### src/rtl/prog_loader_pkg.sv
// Shared FSM encoding and frame constants for the boot-time program loader.
package prog_loader_pkg;

    typedef enum logic [2:0] {
        ST_IDLE  = 3'd0,
        ST_COUNT = 3'd1,
        ST_DATA  = 3'd2,
        ST_WRITE = 3'd3,
        ST_CHECK = 3'd4,
        ST_DONE  = 3'd5,
        ST_ERR   = 3'd6
    } state_t;

    localparam logic [7:0] MAGIC_DEFAULT   = 8'hA5;
    localparam int         ADDR_W_DEFAULT  = 6;
    localparam int         MAX_FRAME_WORDS = 64;

endpackage

### src/rtl/prog_loader.sv
// Purpose: unpack a MAGIC/N/payload/CSUM byte frame into 32-bit imem writes; hold the CPU until a good frame lands.
// Latency: 4th byte of a word accepted on edge k -> imem_we high for the following cycle.
// Backpressure: rx_ready drops only during the single write cycle; rx_valid low stalls indefinitely.
module prog_loader
    import prog_loader_pkg::*;
#(
    parameter int         ADDR_W = ADDR_W_DEFAULT,
    parameter int         DEPTH  = MAX_FRAME_WORDS,
    parameter logic [7:0] MAGIC  = MAGIC_DEFAULT
) (
    input  logic              clk,
    input  logic              reset,
    input  logic              rx_valid,
    input  logic [7:0]        rx_data,
    output logic              rx_ready,
    output logic              imem_we,
    output logic [ADDR_W-1:0] imem_addr,
    output logic [31:0]       imem_wd,
    output logic              cpu_hold,
    output logic              done,
    output logic              error
);

    localparam logic [31:0] DEPTH_U = 32'(DEPTH);
    localparam logic [ADDR_W:0] IDX_ONE = (ADDR_W+1)'(1);

    state_t            state, state_nxt;
    logic [ADDR_W:0]   n_words;
    logic [ADDR_W:0]   word_idx;
    logic [1:0]        byte_idx;
    logic [7:0]        csum;
    logic [23:0]       word_sr;     // first three bytes of the word being assembled
    logic              rx_acc;
    logic              is_magic;
    logic              bad_count;
    logic              last_word;

    assign rx_acc    = rx_valid & rx_ready;
    assign is_magic  = (rx_data == MAGIC);
    assign bad_count = (rx_data == 8'd0) || ({24'd0, rx_data} > DEPTH_U);
    assign last_word = ((word_idx + IDX_ONE) == n_words);

    always_ff @(posedge clk or negedge reset) begin
        if (!reset) begin
            state <= ST_IDLE;
        end else begin
            state <= state_nxt;
        end
    end

    always_comb begin
        state_nxt = state;
        rx_ready  = (state != ST_WRITE);
        imem_we   = (state == ST_WRITE);
        cpu_hold  = (state != ST_DONE);
        done      = (state == ST_DONE);
        error     = (state == ST_ERR);
        case (state)
            ST_IDLE, ST_DONE, ST_ERR: begin
                if (rx_acc && is_magic) state_nxt = ST_COUNT;
            end
            ST_COUNT: begin
                if (rx_acc) state_nxt = bad_count ? ST_ERR : ST_DATA;
            end
            ST_DATA: begin
                if (rx_acc && byte_idx == 2'd3) state_nxt = ST_WRITE;
            end
            ST_WRITE: begin
                state_nxt = last_word ? ST_CHECK : ST_DATA;
            end
            ST_CHECK: begin
                if (rx_acc) state_nxt = (rx_data == csum) ? ST_DONE : ST_ERR;
            end
            default: state_nxt = ST_IDLE;
        endcase
    end

    // imem_addr/imem_wd are loaded on the 4th-byte edge so they are valid during WRITE and hold afterwards.
    always_ff @(posedge clk or negedge reset) begin
        if (!reset) begin
            n_words   <= '0;
            word_idx  <= '0;
            byte_idx  <= '0;
            csum      <= '0;
            word_sr   <= '0;
            imem_addr <= '0;
            imem_wd   <= '0;
        end else begin
            case (state)
                ST_COUNT: begin
                    if (rx_acc && !bad_count) begin
                        n_words  <= (ADDR_W+1)'(rx_data);
                        word_idx <= '0;
                        byte_idx <= '0;
                        csum     <= '0;
                    end
                end
                ST_DATA: begin
                    if (rx_acc) begin
                        word_sr  <= {word_sr[15:0], rx_data};
                        csum     <= csum ^ rx_data;
                        byte_idx <= byte_idx + 2'd1;
                        if (byte_idx == 2'd3) begin
                            imem_addr <= word_idx[ADDR_W-1:0];
                            imem_wd   <= {word_sr, rx_data};
                        end
                    end
                end
                ST_WRITE: begin
                    word_idx <= word_idx + IDX_ONE;
                end
                default: ;
            endcase
        end
    end

endmodule

### config.mk
export PLATFORM = sky130hd
export DESIGN_NAME = prog_loader
export DESIGN_NICKNAME = d
export VERILOG_FILES = /design/src/rtl/prog_loader_pkg.sv /design/src/rtl/prog_loader.sv
export SDC_FILE = /design/constraint.sdc
export NUM_CORES = 1
export LEC_CHECK = 0
export BUFFER_PORTS_ARGS = -buffer_cell sky130_fd_sc_hd__buf_2
export CAP_MARGIN = 20
export CORE_MARGIN = 3
export CORE_UTILIZATION = 55
export DETAILED_ROUTE_END_ITERATION = 16
export GPL_TIMING_DRIVEN = 1
export PLACE_DENSITY = 0.76
export SLEW_MARGIN = 10
export SYNTH_ARGS = -nofsm -noshare
export SYNTH_HDL_FRONTEND = slang
export SYNTH_SLANG_ARGS = --single-unit
### constraint.sdc
create_clock -name clk -period 2 [get_ports clk]
set_input_delay 0.6 -clock clk [delete_from_list [all_inputs] [get_ports clk]]
set_output_delay 0.6 -clock clk [all_outputs]
set_load 0.05 [all_outputs]
# [Word level (Yosys, flattened, before mapping)]
# Index checks and enable logic that the tools add are counted.
[totals] inputBits=11 output_inout_bits=43 wordCells=63 ff_bits=89
[classes] magnitude_cmp=1 n_mux=16 n_reduce_logical=16 bitwise=2 n_eq_ne=18 addsub=2
[op_table] cell="two-way mux 3 bit" count=6
[op_table] cell="two-way mux 8 bit" count=2
[op_table] cell="one-hot mux 8 bit (2 select lines)" count=1
[op_table] cell="one-hot mux 3 bit (5 select lines)" count=1
[op_table] cell="one-hot mux 7 bit (2 select lines)" count=1
[op_table] cell="!= test 2 bit (second input constant)" count=6
[op_table] cell="== test 3 bit (second input constant)" count=3
[op_table] cell="== test 8 bit" count=1
[op_table] cell="== test 8 bit (second input constant)" count=1
[op_table] cell="greater-than comparator 8 x 7 -> 1 bit (second input constant)" count=1
[op_table] cell="zero test 8 bit" count=1
[op_table] cell="bitwise XOR 8 bit" count=1
[op_table] cell="adder 7 x 1 -> 7 bit (second input constant)" count=1
[op_table] cell="== test 7 bit" count=1
[op_table] cell="two-way mux 7 bit" count=1
[op_table] cell="== test 3 x 2 -> 1 bit (second input constant)" count=2
[op_table] cell="two-way mux 2 bit" count=3
[op_table] cell="AND reduction 2 bit" count=3
[op_table] cell="AND reduction 3 bit" count=2
[op_table] cell="one-hot mux 2 bit (2 select lines)" count=1
[op_table] cell="AND reduction 4 bit" count=1
[op_table] cell="nonzero test 2 bit" count=2
[op_table] cell="== test 3 x 1 -> 1 bit (second input constant)" count=1
[op_table] cell="logical AND 1 bit" count=3
[op_table] cell="9 further kinds" count=9

# [Longest topological paths before layout]
[depth] ltp_word=6 depth_mapped=10 depth_no_buf=6

# [Worst setup path after synthesis]
# No wires, ideal clock.
[synth_path] path_kind="reg2out" from="reg state[1]" to="out imem_we" setup_slack_ps=-232 required_time_ps=1400 stages_incl_launch_ff=5 arrival_time_ps=1632 n_path_buf=2 path_cell_list="dfrtp_1 clkbuf_1 nand3_1 inv_1 buf_2"
[synth_via] elab_chain_len=1
[synth_lines] element="start, declared" line="prog_loader.sv:27" source="state_t state, state_nxt;"
[synth_lines] element="start signal, assigned" line="prog_loader.sv:47" source="state <= state_nxt;"
[synth_lines] element="== test 3 x 2 -> 1 bit" line="prog_loader.sv:54" source="imem_we = (state == ST_WRITE);"
[synth_lines] element="end, declared" line="prog_loader.sv:16" source="output logic imem_we,"
# Every way passes these cells.

# [Final worst setup path]
[layout_path] from="reg state[1]" to="out done"
[layout_via] elab_chain_len=1
[layout_lines] element="== test 3 bit" line="prog_loader.sv:56" source="done = (state == ST_DONE);"
[layout_lines] element="end, declared" line="prog_loader.sv:20" source="output logic done,"
# Every way passes these cells.

==> impl_metrics.py <==
metrics = {
    "status": {
        "status": "complete, no violations",
    },
    "die": {
        "pin_count": 54,
        "die_x_um": 92.7,
        "die_height_um": 92.7,
        "start_util_pct": 58.6,
        "coreArea_um2": 7060,
        "rows": 30,
        "fp.dieArea_um2": 8600,
    },
    "synthesis": {
        "ys.warnings.count": 0,
        "ys_seq_elements": 89,
        "netlist_instances": 313,
        "synth.most_common_cell": "dfrtp_1",
        "ys_seq_area_share_pct": 53.8,
        "syn_area_um2": 4140,
        "synth_top_area_share_pct": 53.8,
        "synth_compound_area_share_pct": 7.56,
        "synthAdderAreaFrac_pct": 0.847,
        "syn_avg_cell_area_um2": 13.2,
        "synthMuxAreaShare_pct": 22.1,
        "synth_top_area_cell": "dfrtp_1",
        "synthTopCellsByCount": "dfrtp_1 (89), mux2_2 (50), mux2_4 (20)",
        "synth_top_family_by_area": "multiplexers",
        "synth_edf_count": 0,
        "synth_ff_type": "dfrtp_1",
        "yosys.area_share.simple_pct": 7.53,
        "synthTopCellsByArea": "dfrtp_1 (54%), mux2_2 (14%), mux2_4 (7.3%), a22o_1 (1.7%), xor2_1 (1.7%)",
        "synth_xor_xnor_area_share_pct": 3.18,
        "yosysUniqueCellTypes": 53,
        "synth_fp_nets": 326,
        "async_flop_share_pct": 100,
    },
    "final_layout": {
        "final_core_util_pct": 70.2,
        "nets": 409,
        "num_antenna_cells": 0,
        "layout-drive-gt1-share_pct": 47.4,
        "area_delta_synth_final_pct": 19.8,
    },
    "run": {
        "cap_violations": 0,
    },
    "pwr": {
        "internal-power_uw": 4310,
        "seq_power_share_pct": 40.9,
        "power_per_cell_area_nw_per_um2": 1490,
        "vdd_drop_max_uv": 1020,
        "power_leakage_uw": 0.00257,
        "swShare_pct": 41.6,
        "clockPowerShare_pct": 16.4,
        "comb_power_share_pct": 42.8,
        "p_switching_uw": 3080,
        "power_uw": 7390,
    },
    "place": {
        "gp_congestion": 0.813,
        "hpwlAfterDp_mm": 6.09,
        "dp_slack_ps": -93.1,
        "io_buffer_count": 53,
    },
    "sta": {
        "final_max_slew_viol_count": 0,
        "hold_viol": 0,
        "setup_ws_ps": 37.3,
        "fin_hold_ws_ps": 189,
        "rsz0062_at_grt": "true",
        "worst_pin_slew_ps": 486,
        "fin_crit_ps": 1960,
        "fin_tns_setup_ps": 0,
        "setup_viol": 0,
        "fin_skew_ps": 13.3,
        "fmax_mhz": 510,
        "post-route-period-util_pct": 98.1,
        "slew_headroom_pct": 67.6,
    },
    "drt": {
        "dr.pass1.iters": 4,
        "drcViolationCount": 0,
        "ant_nets": 0,
        "num_vias": 2755,
        "finalWirelength_mm": 8.38,
        "wl_per_cell_um": 16.9,
        "drt_iter0_drc": 113,
        "via_per_inst": 5.54,
    },
    "clock_network": {
        "cts_max_path_buffers": 2,
        "cts_sinks": 89,
        "cts_tree": "done",
        "path_clk_slew_ps": 100,
        "h-tree-depth": 3,
        "cts_root_buffer": "clkbuf_8",
        "numCtsBuffers": 9,
        "clk_latency_ps": 370,
        "cts_hold_buffers": 0,
    },
    "setup_path": {
        "worstPathCellList": "nand2b_4 > or2_4 > clkinvlp_4 > buf_8",
        "slowest_delay_ps": 390,
        "path_max_fanout": 3,
        "cp.arrival_ps": 1360,
        "critPathKind": "register to output pin",
        "critPathRequiredTime_ps": 1400,
        "start_kind": "register",
        "cp-end-kind": "output pin",
        "crit_slowest_cell": "dfrtp_1",
    },
    "grt": {
        "grt_pass1_vias": 2768,
        "grt_pass1_wl_mm": 13.8,
        "grt_max_degree": 36,
        "track_usage_pct": 20.8,
        "overflow": 0,
        "antenna_found_initial": 0,
    },
    "worst_hold_path": {
        "worst_hold_path_type": "input pin to asynchronous set/reset pin",
    },
}
## sequential cells by signal, indices dropped and copies added (netlist names)
register and cells:
csum 8, byte_idx 2, word_idx 7, imem_addr 6, imem_wd 32, n_words 7, word_sr 24, state 3
## cell usage in the layout (no fill, tap or decap), types with 2 or more instances in the layout
master / count
nand3_1: 9
ha_1: 2
a211oi_2: 2
clkinvlp_4: 3
nor2b_1: 4
mux2_4: 20
xnor2_1: 7
nor2_1: 8
inv_8: 3
buf_2: 48
xor2_1: 8
buf_12: 4
buf_6: 2
nand2_1: 14
a21o_1: 5
mux2_2: 50
and3_1: 3
clkbuf_8: 9
a21oi_1: 3
o21ai_0: 9
a31oi_1: 4
dfrtp_1: 88
nor3_1: 3
nor4_1: 3
a22o_1: 8
mux2i_1: 5
o21a_1: 2
inv_1: 7
buf_4: 37
## worst max-delay path: cells and delay by family, from the launching register on
kind                   cells  cell delay [ps]
buffers and inverters      2              210
flip-flops                 1              390
AND/OR/NAND/NOR            2              400
## power by group through the flow
stage	Combinational (µW)	Clock, µW	Sequential, µW
2_1_floorplan	1680	0	3630
3_3_place_gp	2970	0	3000
3_5_place_dp	3060	0	3050
4_1_cts	3140	1240	3010
5_1_grt	3390	1310	3110
6_report	3160	1210	3020
## what timing repair did
| item | in CTS | in global routing |
|---|---|---|
| gates resized for setup | 8 | 6 |
| endpoints found under the setup margin | 4 | 6 |
| cloned | 0 | 0 |
| setup buffers | 1 | 0 |
## area by class of cell
cell class / instances / area [µm²]
clock inverter: 7 / 73.8
sequential: 89 / 2230
clock buffer: 9 / 124
tap: 96 / 120
fill: 530 / 2100
inverter: 10 / 41.3
timing repair buffer: 92 / 636
multi-input combinational: 194 / 1730
## layer usage
layer / track usage, % / vias up / wire length (µm) / share of wire (%)
li1: - / 1277 / - / -
met1: 26.6 / 1398 / 3710 / 44
met2: 34.0 / 62 / 4150 / 50
met3: 4.87 / 18 / 311 / 3.7
met4: 8.55 / 0 / 208 / 2.5
met5: 0 / - / 0 / 0
## logic make-up (layout without fill, tap and decap cells)
logic type | count (synthesis) | in the layout
mux | 75 | 75
compound gates | 43 | 43
simple gates | 58 | 58
xor+xnor | 15 | 15
flops | 89 | 89
buf+inv | 30 | 118
fa+ha+maj | 3 | 3
## per-stage QoR
| stage | std cells | cell area, µm² |
|---|---|---|
| finish | 497 | 4960 |
| global route | 497 | 4960 |
| detailed placement | 480 | 4710 |
| floorplan | 313 | 4150 |
| CTS | 497 | 4930 |
| global placement | 480 | 4710 |
## path summary, 6_finish.rpt
check	to	cells after the start	slack, ps	from
max reg2reg	byte_idx[0]	7	180	state[2]
min in group clk	imem_wd[2]	1	510	imem_wd[2]
max	done	4	40	state[1]
min	word_idx[3]	1	190	reset
min reg2reg	imem_wd[2]	1	510	imem_wd[2]
max in group asynchronous	imem_wd[6]	2	1270	reset
No activity file was read; power rests on OpenSTA's default activity.
